<file path="src/rtl/spn_sched_pkg.sv">
// Shared types and constants for the SPN request scheduler.
package spn_sched_pkg;

  typedef enum logic [1:0] {
    IDLE  = 2'd0,
    ISSUE = 2'd1,
    WAIT  = 2'd2,
    RESP  = 2'd3
  } sched_state_t;

  localparam logic [1:0] OP_NOP = 2'b00;
  localparam logic [1:0] OP_ENC = 2'b01;
  localparam logic [1:0] OP_DEC = 2'b10;

  localparam logic [1:0] ST_OK       = 2'b00;
  localparam logic [1:0] ST_ILLEGAL  = 2'b01;
  localparam logic [1:0] ST_TIMEOUT  = 2'b10;
  localparam logic [1:0] ST_MISMATCH = 2'b11;

  // Only encrypt and decrypt are understood by the core.
  function automatic logic isLegalOp(input logic [1:0] op);
    return (op == OP_ENC) || (op == OP_DEC);
  endfunction

endpackage

</file>
<file path="src/rtl/spn_rr_arb2.sv">
// Two-way round-robin grant; the pointer register is held by the caller.
module spn_rr_arb2 (
  input  logic [1:0] i_req,
  input  logic       i_ptr,
  output logic [1:0] o_grant
);

  // When both request, the pointer picks the winner; otherwise the lone requester wins.
  always_comb begin
    o_grant = 2'b00;
    if (&i_req) begin
      o_grant = i_ptr ? 2'b10 : 2'b01;
    end else begin
      o_grant = i_req;
    end
  end

endmodule

</file>
<file path="src/rtl/spn_req_scheduler.sv">
// Shares one SPN encrypt/decrypt core between two requesters with
// round-robin arbitration and held, registered responses.
module spn_req_scheduler
  import spn_sched_pkg::*;
#(
  parameter int TIMEOUT = 4
) (
  input  logic        clk,
  input  logic        rst_n,
  input  logic [1:0]  req_valid,
  output logic [1:0]  req_ready,
  input  logic [3:0]  req_op,
  input  logic [31:0] req_data,
  input  logic [63:0] req_key,
  output logic [1:0]  rsp_valid,
  input  logic [1:0]  rsp_ready,
  output logic [15:0] rsp_data,
  output logic [1:0]  rsp_status,
  output logic        busy,
  output logic [7:0]  err_count,
  output logic [1:0]  core_opcode,
  output logic [15:0] core_data_in,
  output logic [31:0] core_key,
  input  logic [1:0]  core_valid,
  input  logic [15:0] core_data_out
);

  localparam logic [3:0] TIMEOUT_CNT = 4'(TIMEOUT);

  sched_state_t r_state;
  sched_state_t w_nextState;

  logic        r_ptr;
  logic        r_id;
  logic [1:0]  r_op;
  logic [15:0] r_coreData;
  logic [31:0] r_coreKey;
  logic [3:0]  r_waitCnt;
  logic [1:0]  r_rspValid;
  logic [15:0] r_rspData;
  logic [1:0]  r_rspStatus;
  logic [7:0]  r_errCount;

  logic [1:0]  w_grant;
  logic [1:0]  w_reqReady;
  logic        w_busy;
  logic [1:0]  w_coreOpcode;
  logic        w_handshake;
  logic        w_winId;
  logic [1:0]  w_winOp;
  logic [15:0] w_winData;
  logic [31:0] w_winKey;
  logic        w_enterResp;
  logic        w_rspId;
  logic [1:0]  w_rspStatus;
  logic [15:0] w_rspData;
  logic        w_rspDone;

  spn_rr_arb2 u_arb (
    .i_req   (req_valid),
    .i_ptr   (r_ptr),
    .o_grant (w_grant)
  );

  assign w_handshake = |(req_valid & w_reqReady);
  assign w_winId     = w_grant[1];
  assign w_winOp     = w_winId ? req_op[3:2]    : req_op[1:0];
  assign w_winData   = w_winId ? req_data[31:16] : req_data[15:0];
  assign w_winKey    = w_winId ? req_key[63:32]  : req_key[31:0];
  assign w_rspDone   = (r_state == RESP) && rsp_ready[r_id];

  // State register.
  always_ff @(posedge clk) begin
    if (!rst_n) begin
      r_state <= IDLE;
    end else begin
      r_state <= w_nextState;
    end
  end

  // Next state plus the response that would be latched on entry to RESP.
  always_comb begin
    w_nextState = r_state;
    w_enterResp = 1'b0;
    w_rspId     = r_id;
    w_rspStatus = ST_OK;
    w_rspData   = 16'h0000;
    case (r_state)
      IDLE: begin
        if (w_handshake) begin
          if (isLegalOp(w_winOp)) begin
            w_nextState = ISSUE;
          end else begin
            w_nextState = RESP;
            w_enterResp = 1'b1;
            w_rspId     = w_winId;
            w_rspStatus = ST_ILLEGAL;
          end
        end
      end
      ISSUE: begin
        w_nextState = WAIT;
      end
      WAIT: begin
        if (core_valid == r_op) begin
          w_nextState = RESP;
          w_enterResp = 1'b1;
          w_rspStatus = ST_OK;
          w_rspData   = core_data_out;
        end else if (core_valid != OP_NOP) begin
          w_nextState = RESP;
          w_enterResp = 1'b1;
          w_rspStatus = ST_MISMATCH;
        end else if (r_waitCnt == TIMEOUT_CNT) begin
          w_nextState = RESP;
          w_enterResp = 1'b1;
          w_rspStatus = ST_TIMEOUT;
        end
      end
      RESP: begin
        if (rsp_ready[r_id]) begin
          w_nextState = IDLE;
        end
      end
      default: begin
        w_nextState = IDLE;
      end
    endcase
  end

  // State-decoded outputs: ready only in IDLE, opcode pulse only in ISSUE.
  always_comb begin
    w_reqReady   = 2'b00;
    w_busy       = 1'b1;
    w_coreOpcode = OP_NOP;
    case (r_state)
      IDLE: begin
        w_reqReady = w_grant;
        w_busy     = 1'b0;
      end
      ISSUE: begin
        w_coreOpcode = r_op;
      end
      default: begin
        w_coreOpcode = OP_NOP;
      end
    endcase
  end

  // Request capture, wait counter, response registers, error count and pointer.
  always_ff @(posedge clk) begin
    if (!rst_n) begin
      r_ptr       <= 1'b0;
      r_id        <= 1'b0;
      r_op        <= OP_NOP;
      r_coreData  <= 16'h0000;
      r_coreKey   <= 32'h0000_0000;
      r_waitCnt   <= 4'd0;
      r_rspValid  <= 2'b00;
      r_rspData   <= 16'h0000;
      r_rspStatus <= ST_OK;
      r_errCount  <= 8'h00;
    end else begin
      if (w_handshake) begin
        r_id <= w_winId;
        r_op <= w_winOp;
        if (isLegalOp(w_winOp)) begin
          r_coreData <= w_winData;
          r_coreKey  <= w_winKey;
        end
      end
      if (r_state == ISSUE) begin
        r_waitCnt <= 4'd1;
      end else if (r_state == WAIT) begin
        r_waitCnt <= r_waitCnt + 4'd1;
      end
      if (w_enterResp) begin
        r_rspValid  <= w_rspId ? 2'b10 : 2'b01;
        r_rspData   <= w_rspData;
        r_rspStatus <= w_rspStatus;
        if ((w_rspStatus != ST_OK) && (r_errCount != 8'hFF)) begin
          r_errCount <= r_errCount + 8'h01;
        end
      end else if (w_rspDone) begin
        r_rspValid <= 2'b00;
        r_ptr      <= ~r_id;
      end
    end
  end

  assign req_ready    = w_reqReady;
  assign busy         = w_busy;
  assign core_opcode  = w_coreOpcode;
  assign core_data_in = r_coreData;
  assign core_key     = r_coreKey;
  assign rsp_valid    = r_rspValid;
  assign rsp_data     = r_rspData;
  assign rsp_status   = r_rspStatus;
  assign err_count    = r_errCount;

endmodule

</file>
<file path="config.mk">
export PLATFORM = sky130hd
export DESIGN_NAME = spn_req_scheduler
export DESIGN_NICKNAME = d
export VERILOG_FILES = /design/src/rtl/spn_sched_pkg.sv /design/src/rtl/spn_rr_arb2.sv /design/src/rtl/spn_req_scheduler.sv
export SDC_FILE = /design/constraint.sdc
export NUM_CORES = 1
export LEC_CHECK = 0
export CAP_MARGIN = 20
export CORE_ASPECT_RATIO = 0.5
export CORE_MARGIN = 2
export CORE_UTILIZATION = 41
export DETAILED_ROUTE_END_ITERATION = 8
export PLACE_DENSITY_LB_ADDON = 0.15
export REMOVE_ABC_BUFFERS = 1
export SLEW_MARGIN = 30
export SYNTH_ARGS = -nofsm -noshare
export SYNTH_HDL_FRONTEND = slang
export SYNTH_SLANG_ARGS = --single-unit
</file>
<file path="constraint.sdc">
create_clock -name clk -period 2.2 [get_ports clk]
set_input_delay 0.66 -clock clk [delete_from_list [all_inputs] [get_ports clk]]
set_output_delay 0.66 -clock clk [all_outputs]
set_load 0.1 [all_outputs]
</file>
* Word-level counts from Yosys, hierarchy flattened
Cells that the tools add are included.
Word-level totals: register bits 86, bits in latches 0, memory bits (writable) 0, memory bits (read-only) 0, bits of input ports 124, output and inout bits 81, logic and storage cells 84, memories 0
Cells by class: add/subtract/negate cells 2, $mul 0, divide/modulo/power cells 0, magnitude comparators 1, equal/unequal tests 11, shift operators 0, multiplexer cells 39, bitwise operators 4, reductions and logical operators 15
Operators by type and width (count):
- two-way mux 16 bit | 3
- two-way mux 2 bit | 17
- two-way mux 32 bit | 1
- two-way mux 1 bit | 15
- adder 8 x 1 -> 8 bit (second input constant) | 1
- != test 8 bit (second input constant) | 1
- case mux 2 bit (4 select lines) | 1
- AND reduction 2 bit | 4
- nonzero test 2 bit | 4
- equality test 2 bit (second input constant) | 3
- adder 4 x 1 -> 4 bit (second input constant) | 1
- equality test 2 x 1 -> 1 bit (second input constant) | 2
- equality test 4 x 3 -> 1 bit (second input constant) | 1
- != test 4 bit (second input constant) | 1
- case mux 2 bit (2 select lines) | 1
- OR reduction 2 bit | 2
- inverter 1 bit | 3
- AND reduction 3 bit | 1
- AND 2 bit | 1
- equality test 2 bit | 1
- logical AND 1 bit | 2
- logical NOT 2 bit | 1
- < comparator 1 x 2 -> 1 bit (second input constant) | 1
- != test 2 x 1 -> 1 bit (second input constant) | 1
- 3 further kinds | 3

* Depth between registers and ports, before layout
depth after elaboration 11, depth in mapped cells 8, gate-level depth less buffers 7

* By module
Synthesis repeated with hierarchy kept, for this count alone.
Second synthesis, totals: cells, all modules 410, area, all modules 3844.9 sq um
Modules (own cells, without submodules):
- spn_req_scheduler | instances 1, cells each 407, area each 3826.2 sq um, seq. area each 1721.7 sq um
- spn_rr_arb2 | instances 1, cells each 3, area each 18.8 sq um, seq. area each 0.0 sq um

* Worst setup path after synthesis
Ideal clock, no wire load.
kind register -> output, from register r_state[0], to output req_ready[1], arrival time 2.494 ns, required time 1.540 ns, slack -0.954 ns, cell stages (with the launch flop) 5, path buffers 0, cells stage by stage dfxtp_1 > inv_1 > ha_1 > inv_1 > nor2_1
Between the ends: longest elaborated chain between the ends 2
RTL lines:
- start, declared | line spn_req_scheduler.sv:30 | sched_state_t r_state;
- start signal, assigned | line spn_req_scheduler.sv:77 | r_state <= w_nextState;
- logical NOT 2 bit | line spn_req_scheduler.sv:136 | case (r_state)
- two-way mux 2 bit | line spn_req_scheduler.sv:136
- end, declared | line spn_req_scheduler.sv:11 | output logic [1:0] req_ready,
Every way passes these cells.

* Worst setup path in the final report
from input req_valid[0], to output req_ready[1]
Between the ends: longest elaborated chain between the ends 3
RTL lines:
- start, declared | line spn_req_scheduler.sv:10 | input logic [1:0] req_valid,
- AND reduction 2 bit | line spn_rr_arb2.sv:11 | if (&i_req) begin
- two-way mux 2 bit | line spn_rr_arb2.sv:11
- two-way mux 2 bit | line spn_req_scheduler.sv:136
Every way passes these cells.

==> reports/qor.yml <==
status: "finished clean"
power_leakage_nw: 2.950
hold-worst-slack_ps: 480.6
htree_levels: 3
grt_pass1_vias: 4253
regToRegSetupSlack_ps: 260
nFillCells: 798
placed_area_um2: 6768
period_needed_ps: 2148
synth_cell_types: 50
synth_flop_cell: "dfxtp_1"
seqCellArea_um2: 1723
multi_input_area_um2: 2395
max_freq_mhz: 465.6
area.growth.synth_to_final_pct: 68.27
dp_cells: 838
hold_viol: 0
hp-start: "rsp_status[1]"
clock_path_buffers: 2
drive_above_1_share_pct: 32.37
drv_cap: 0
synthArstFlopShare_pct: 0
hp-class: "flop to flop"
drt_iter0_drc: 207
synth_warnings: 0
worstMarginPinSlew_ps: 571.9
slew_viol_final: 0
whs_endpoint: "rsp_status[1]"
synth_seq_cells: 86
grt_max_degree: 51
grt_usage_pct: 22.26
clk_pin_slew_ps: 60
routedWlPerCell_um: 14.67
ioPinCount: 205
synth-edff-count: 0
hpwl_mm: 9.204
cts-root-buf: "clkbuf_16"
path_max_fanout: 4
min_path_cells: 2
peakVddDrop_mv: 0.6498
synthCells: 478
postCtsHoldBufs: 0
startpoint_type: "primary input"
avgSynthCellArea_um2: 9.041
critical_path_class: "primary input to output port"
cts_made_buffers: 9
final_common_cell: "buf_4"
portBuffers: 204
stdcell_count: 869
r2r-start: "r_state[0]"
synth-seq-area-share_pct: 39.84
diodes: 0
ant_nets: 0
finalWorstSetupSlack_ps: 52.11
r2r_end: "err_count[5]"
layout.cells.most_common_list: "buf_4, nand2_1, clkdlybuf4s50_1"
finalPower_mw: 9.332
period_share_pct: 97.63
clk_latency_ps: 330
drt-total-wl_mm: 12.75
die-area_um2: 11430
antenna_found_initial: 0
cts_sinks: 86
fin_area_um2: 7272
rr_worst_depth: 6
setup_violations: 0
cts_tree: "done"
end_kind: "output port"
syn_area_um2: 4322
cp.arrival_ps: 1490
globalplace.congestion: 0.7881
firstDrtPassIters: 4
rows: 26
die_w_um: 149.2
core_um2: 10210
chipHeight_um: 76.60
worstPathRequired_ps: 1540
nets: 857
via_per_inst: 5.005
vias: 4349
overflow: 0
power.density_nw_per_um2: 1283
crit_start: "req_valid[0]"
skew_ps: 5.021
drc_errors: 0
preCtsSetupSlack_ps: -355.9
rsz0062_at_grt: "no"
slew_headroom_pct: 61.87
grt_pass1_wl_mm: 20.80
start_util_pct: 42.31
-- state kept, by name (all words and copies together), names as in the netlist --
signal and cells:
err_count 8, core_key 32, r_state 2, r_op 2, rsp_status 2, rsp_valid 2, r_ptr 1, core_data_in 16
r_waitCnt 4, r_id 1, rsp_data 16
-- how the worst max path moves through the flow --
| stage | to | slack [ps] | depth (start not counted) |
|---|---|---|---|
| global placement | core_key[5] | -320 | 8 |
| detailed placement | core_key[17] | -360 | 8 |
| CTS | rsp_data[0] | 7 | 6 |
| finish | req_ready[1] | 50 | 5 |
| global route | req_ready[0] | 3 | 6 |
| floorplan | core_data_in[0] | -1680 | 4 |
-- through the flow --
| step | TNS [ps] | utilization (%) |
|---|---|---|
| CTS | 0 | 69.64 |
| finish | 0 | 71.19 |
| global route | 0 | 71.19 |
| detailed placement | -23900 | 66.25 |
| global placement | -21560 | 66.25 |
| floorplan | -97560 | - |
-- cells in the mapped netlist, types with 3 or more instances --
master | n | share of area (%)
a211oi_1 | 5 | 0.87
a21oi_1 | 7 | 0.81
a22o_1 | 10 | 2.0
a22oi_1 | 7 | 1.2
a311oi_2 | 48 | 17
and2_1 | 3 | 0.43
buf_2 | 3 | 0.35
buf_4 | 3 | 0.52
buf_6 | 10 | 2.6
clkbuf_1 | 16 | 1.4
dfxtp_1 | 86 | 40
ha_1 | 8 | 2.3
inv_1 | 12 | 1.0
mux2i_1 | 9 | 2.1
nand2_1 | 119 | 10
nand2b_1 | 8 | 1.2
nand3_1 | 8 | 0.93
nor2_1 | 65 | 5.6
nor2_2 | 3 | 0.43
o21ai_0 | 4 | 0.46
xor2_1 | 6 | 1.2
-- worst max-delay path, stage by stage --
cell	delay [ps]
dlygate4sd2_1	270
nand2b_1	120
nand2_2	90
nor2_4	150
buf_12	180
-- cell families after synthesis --
kind of cell	count (synthesis)	share of synthesized area [%]
AND/OR/NAND/NOR	220	21.80
flip-flops	86	39.84
AO/OA/AOI/OAI	102	26.46
multiplexers	9	2.085
buffers and inverters	46	6.080
adder cells (fa/ha/maj)	8	2.316
XOR/XNOR	7	1.419
-- report_power, final --
group,switching [mW],internal (mW),leakage [nW]
combinational,3.77,1.92,2.10
sequential,0.227,1.90,0.705
clock,0.607,0.901,0.141
total,4.61,4.72,2.95
-- routing by layer --
metal  track usage (%)  vias to the layer above  share of wire (%)
met2             39.95                      112                 51
met5                 0                        -                  0
met1             26.26                     2048                 42
met3             5.928                       21                5.0
met4             6.000                        0                1.6
li1                  -                     2168                  -
-- final cells by class --
class	count	area share (%)
well taps	140	2.409
multi-input cells	346	32.93
inverters	12	0.6882
flip-flops and latches	86	23.69
clock buffers	11	3.338
repair buffers	270	36.29
clock inverters	4	0.6538
-- what timing repair did --
action | 4_1_cts | 5_1_grt
pin swaps | 0 | 6
setup endpoints to repair | 11 | 57
gates resized for setup | 10 | 11
buffers inserted | 2 | 13
gates cloned | 0 | 1
Power figures use the tool's default switching activity.
